## config.mk

```make
export PLATFORM = sky130hd
export DESIGN_NAME = data_stack
export DESIGN_NICKNAME = d
export VERILOG_FILES = /design/src/rtl/data_stack.sv
export SDC_FILE = /design/constraint.sdc
export NUM_CORES = 1
export LEC_CHECK = 0
export CORE_MARGIN = 8
export CORE_UTILIZATION = 60
export DETAILED_ROUTE_END_ITERATION = 16
export PLACE_DENSITY = 0.76
export SYNTH_ARGS = -nofsm -noshare
export SYNTH_HDL_FRONTEND = slang
export SYNTH_SLANG_ARGS = --single-unit
```

## constraint.sdc

```tcl
create_clock -name clk -period 6.1 [get_ports clk]
set_input_delay 1.22 -clock clk [delete_from_list [all_inputs] [get_ports clk]]
set_output_delay 1.22 -clock clk [all_outputs]
set_load 0.03 [all_outputs]
```

## src/rtl/data_stack.sv

```systemverilog
// data_stack: hardware LIFO for accumulator values, driven by the decoder's
// push/pop strobes (PUSH, POP, SADD, SMLT).
//
// Ports:
//   clk        system clock, all state changes on the rising edge
//   rst        synchronous reset, active-high; clears pointer and error flags
//   en         instruction-valid strobe; push/pop are ignored while low
//   push       push request (decoder data_sp_push)
//   pop        pop request (decoder data_sp_pop)
//   push_data  value to push, stored bit-exact
//   clr_err    clears the sticky overflow/underflow flags
//   top_data   current top-of-stack entry, 0 when empty (registered state only)
//   count      number of valid entries, 0..DEPTH
//   empty      count == 0
//   full       count == DEPTH
//   overflow   sticky: push attempted while full
//   underflow  sticky: pop attempted while empty
module data_stack #(
  parameter int unsigned WIDTH = 32,
  parameter int unsigned DEPTH = 16
) (
  input  logic                         clk,
  input  logic                         rst,
  input  logic                         en,
  input  logic                         push,
  input  logic                         pop,
  input  logic [WIDTH-1:0]             push_data,
  input  logic                         clr_err,
  output logic [WIDTH-1:0]             top_data,
  output logic [$clog2(DEPTH+1)-1:0]   count,
  output logic                         empty,
  output logic                         full,
  output logic                         overflow,
  output logic                         underflow
);

  localparam int unsigned CW = $clog2(DEPTH + 1);
  localparam int unsigned AW = $clog2(DEPTH);

  typedef enum logic [2:0] {
    ACT_HOLD,
    ACT_PUSH,
    ACT_PUSH_FULL,
    ACT_POP,
    ACT_POP_EMPTY,
    ACT_REPLACE,
    ACT_REPLACE_EMPTY
  } action_e;

  logic [WIDTH-1:0] mem_q [DEPTH];
  logic [CW-1:0]    sp_q, sp_d;
  logic             ovf_q, ovf_d;
  logic             udf_q, udf_d;

  logic             req_push, req_pop;
  logic             is_empty, is_full;
  action_e          act;

  logic             we;
  logic [AW-1:0]    wr_idx;
  logic [AW-1:0]    top_idx;
  logic             set_ovf, set_udf;

  assign req_push = en & push;
  assign req_pop  = en & pop;

  assign is_empty = (sp_q == '0);
  assign is_full  = (sp_q == CW'(DEPTH));

  // sp-1 only addresses the array when the stack is non-empty, so the
  // wrapped value at sp==0 is never observed.
  assign top_idx  = AW'(sp_q - CW'(1));

  // Decode the request against the current occupancy.
  always_comb begin
    act = ACT_HOLD;
    if (req_push && !req_pop) begin
      act = is_full ? ACT_PUSH_FULL : ACT_PUSH;
    end else if (req_pop && !req_push) begin
      act = is_empty ? ACT_POP_EMPTY : ACT_POP;
    end else if (req_push && req_pop) begin
      act = is_empty ? ACT_REPLACE_EMPTY : ACT_REPLACE;
    end
  end

  // Next-state for pointer, write port and error events.
  always_comb begin
    sp_d    = sp_q;
    we      = 1'b0;
    wr_idx  = sp_q[AW-1:0];
    set_ovf = 1'b0;
    set_udf = 1'b0;
    case (act)
      ACT_PUSH: begin
        we     = 1'b1;
        wr_idx = sp_q[AW-1:0];
        sp_d   = sp_q + CW'(1);
      end
      ACT_PUSH_FULL: begin
        set_ovf = 1'b1;
      end
      ACT_POP: begin
        // Entry contents stay in place; they just fall out of view.
        sp_d = sp_q - CW'(1);
      end
      ACT_POP_EMPTY: begin
        set_udf = 1'b1;
      end
      ACT_REPLACE: begin
        we     = 1'b1;
        wr_idx = top_idx;
      end
      ACT_REPLACE_EMPTY: begin
        // Pop side underflows, push side still lands in entry 0.
        we      = 1'b1;
        wr_idx  = '0;
        sp_d    = CW'(1);
        set_udf = 1'b1;
      end
      default: begin
        sp_d = sp_q;
      end
    endcase
  end

  // A new error in the same cycle as clr_err keeps the flag set.
  always_comb begin
    ovf_d = set_ovf | (ovf_q & ~clr_err);
    udf_d = set_udf | (udf_q & ~clr_err);
  end

  always_ff @(posedge clk) begin
    if (rst) begin
      sp_q  <= '0;
      ovf_q <= 1'b0;
      udf_q <= 1'b0;
    end else begin
      sp_q  <= sp_d;
      ovf_q <= ovf_d;
      udf_q <= udf_d;
    end
  end

  // Storage has no reset; contents are only visible below sp.
  always_ff @(posedge clk) begin
    if (we && !rst) begin
      mem_q[wr_idx] <= push_data;
    end
  end

  assign top_data  = is_empty ? '0 : mem_q[top_idx];
  assign count     = sp_q;
  assign empty     = is_empty;
  assign full      = is_full;
  assign overflow  = ovf_q;
  assign underflow = udf_q;

endmodule
```

==> impl_results.md <==
- Arr. time, crit path: 4.40 ns
- Worst-path fanout max: 32
- Hold slack: 0.494 ns
- Clock latency on the worst-skew pair: 0.56 ns
- Detailed-route via count: 9707
- PnR worst setup slack: 0.477 ns
- Num CTS Buffers: 49
- Root cell of the clock tree: clkbuf_16
- Initial antenna violation count: 1
- DP HPWL: 20300 microns
- DRC Markers: 0
- Post-Place Worst Slack: 1.06 ns
- Reg-to-Reg Start: count[0]$_SDFFE_PP0P_
- Htree depth: 2
- Seq/Total Area, Yosys: 0.765
- Worst Hold Launch: overflow$_SDFF_PP0_
- Final instance area: 23300 sq um
- Worst setup path startpoint: count[0]$_SDFFE_PP0P_
- Via/cell ratio: 6.47
- Hold path depth: 2
- Async S/R FF share, synth: 0
- Post-synth net total: 959
- CORE AREA: 33400 sq um
- Warnings from Yosys: 0
- Element type at the critical path end: output pin
- Setup violators final: 0
- Avg WL per Cell: 28.2 microns
- GR Overflow Total: 0
- Max VDD drop: 0.279 mV
- Area grow syn2layout: 15.0%
- Synthesized cell area: 20300 sq um
- Critical setup path kind: flop to output pin
- Routability Congestion: 0.779
- Total die area: 39900 sq um
- Top FF cell, synth: edfxtp_1
- ANT cells: 0
- Largest net degree at the start of global routing: 117
- CTS tree: built
- Max Fclk: 178 MHz
- Final period util: 0.922
- DRT antenna net count: 0
- Worst hold endpoint: overflow$_SDFF_PP0_
- P_leak: 0.00738 uW
- Most common cell after layout, fill and taps aside: edfxtp_1
- CTS sink cnt: 519
- Post-Route WL: 42300 microns
- Unique cell type count in the Yosys netlist: 56
- Clock Skew: 0.0161 ns
- Die W: 200 microns
- Tightest Pin Transition: 1.10 ns
- IO Port Bufs: 78
- PD cells: 406 nW/um^2
- Final Hold Fails: 0
- Startpoint types: flop
- Hold crit path type: flop to flop
- EDFF count, synth: 512
- Hold buffer count at cts: 0
- Worst Path Required: 4.88 ns
- Slew headroom: 0.267
- Initial Utilization: 0.606
- Setup Buffers After CTS: 0
- Final Net Count: 1054
- Fin. max-slew vios: 0
- Outcome: completed
- Reg2Reg Setup Slack: 2.09 ns
- CTS resizes: 0
- Setup TNS: 0 ns
- Most frequent cells in the layout: edfxtp_1 (512), mux4_2 (128), clkdlybuf4s50_1 (78), mux2i_1 (65), clkbuf_16 (51)
- Post-route minimum period: 5.62 ns
- RSZ-0062 raised after global routing: false
- I/O Pins: 79
- Critical R2R Capture: mem_q[0][16]$_DFFE_PP_
- Synthesized instance count: 918
- Area post-placement: 21700 sq um
- Reg clk slew, reported paths: 0.06 ns
- Reg2reg path depth: 8
- GRT Total Usage: 0.217
- Rows: 67
- FF+latch count, synth: 519
- Syn_area_per_cell: 22.1 sq um
- DRT iter0 DRCs: 965
- DIE HEIGHT: 200 microns
- Share of layout cells above drive strength 1: 0.241
- Max Cap Viol: 0
- DR pass1 iterations: 5
- Vias in the first global route: 10200
- Clock tree buffer depth: 3
- First-pass GRT wire length: 63400 microns
-- sequential cells by signal, indices dropped and copies added, names as in the netlist --
name and flops:
mem_q 512, count 5, overflow 1, underflow 1
-- worst max-delay path by stage --
stage,endpoint,slack [ns],cells past startpoint
5_1_grt,top_data[19],0.28,7
4_1_cts,top_data[19],0.43,7
2_1_floorplan,mem_q[1][0]$_DFFE_PP_,0.56,10
6_report,top_data[19],0.48,7
3_3_place_gp,top_data[4],1.12,7
3_5_place_dp,top_data[4],1.06,7
-- metrics by stage --
step / total power [uW] / utilization / cells
detailed placement: 6520 / 0.649 / 1410
finish: 9460 / 0.697 / 1500
floorplan: 5760 / - / 918
global placement: 6500 / 0.649 / 1410
global route: 9780 / 0.697 / 1500
CTS: 9540 / 0.697 / 1500
-- cells by family after synthesis --
kind of cell,count (synthesis),synth area share
xor gates and xnor gates,3,0.00130
and+or+nand+nor,64,0.0183
muxes,194,0.175
buffers and inverters,64,0.0151
AOI/OAI and AO/OA,71,0.0236
adders and majority gates,3,0.00185
DFF,519,0.765
-- cell usage after synthesis, types with 2 or more instances --
cell	number	area, sq um
buf_6	2	22.5
o22ai_1	33	206
o31a_1	2	17.5
buf_1	4	15.0
nor2_1	5	18.8
a311oi_1	2	17.5
buf_2	23	115
o21a_1	2	15.0
clkbuf_1	28	105
a31oi_1	4	25.0
a21oi_1	6	30.0
nand2_1	8	30.0
or3_1	2	12.5
o211ai_1	3	22.5
ha_1	3	37.5
nand3_1	6	30.0
nand4_1	2	12.5
nor3_1	19	95.1
inv_1	4	15.0
a22oi_1	2	15.0
mux2i_1	65	651
o21ai_0	5	25.0
a32oi_1	3	26.3
edfxtp_1	512	15400
and3_1	2	12.5
xor2_1	3	26.3
nor4_1	3	18.8
nor2b_1	4	25.0
mux4_2	128	2880
dfxtp_1	7	140
-- cell type report --
cell class | count | area [sq um]
Fill cell | 2000 | 10100
Clock inverter | 34 | 320
Clock buffer | 56 | 1290
Multi-Input combinational cell | 335 | 4580
Tap cell | 448 | 561
Inverter | 6 | 27.5
Sequential cell | 519 | 15500
Timing Repair Buffer | 102 | 1020
-- metal layers --
layer / vias to the layer above / routed length, microns / track usage / share of wire
li1: 4112 / - / - / -
met1: 5103 / 17100 / 0.299 / 0.41
met2: 419 / 21100 / 0.360 / 0.50
met3: 71 / 3280 / 0.0397 / 0.078
met4: 2 / 778 / 0.0553 / 0.018
met5: - / 13 / 0 / 0.00031
-- critical path, cell delays in order, from the launching register on --
cell	delay [ns]
dfxtp_4	0.63
clkinv_1	0.40
ha_4	0.31
or4b_4	0.28
inv_6	0.08
or3_2	0.92
o22ai_1	0.48
clkdlybuf4s50_1	0.75
-- where the power goes --
part	switching [uW]	leakage (uW)	internal (uW)	total (uW)
sequential	52.0	0.00466	3970	4020
combinational	1330	0.00192	1090	2420
clock	1250	0.000794	1780	3020
total	2630	0.00738	6830	9460
Power figures use the tool's default switching activity.
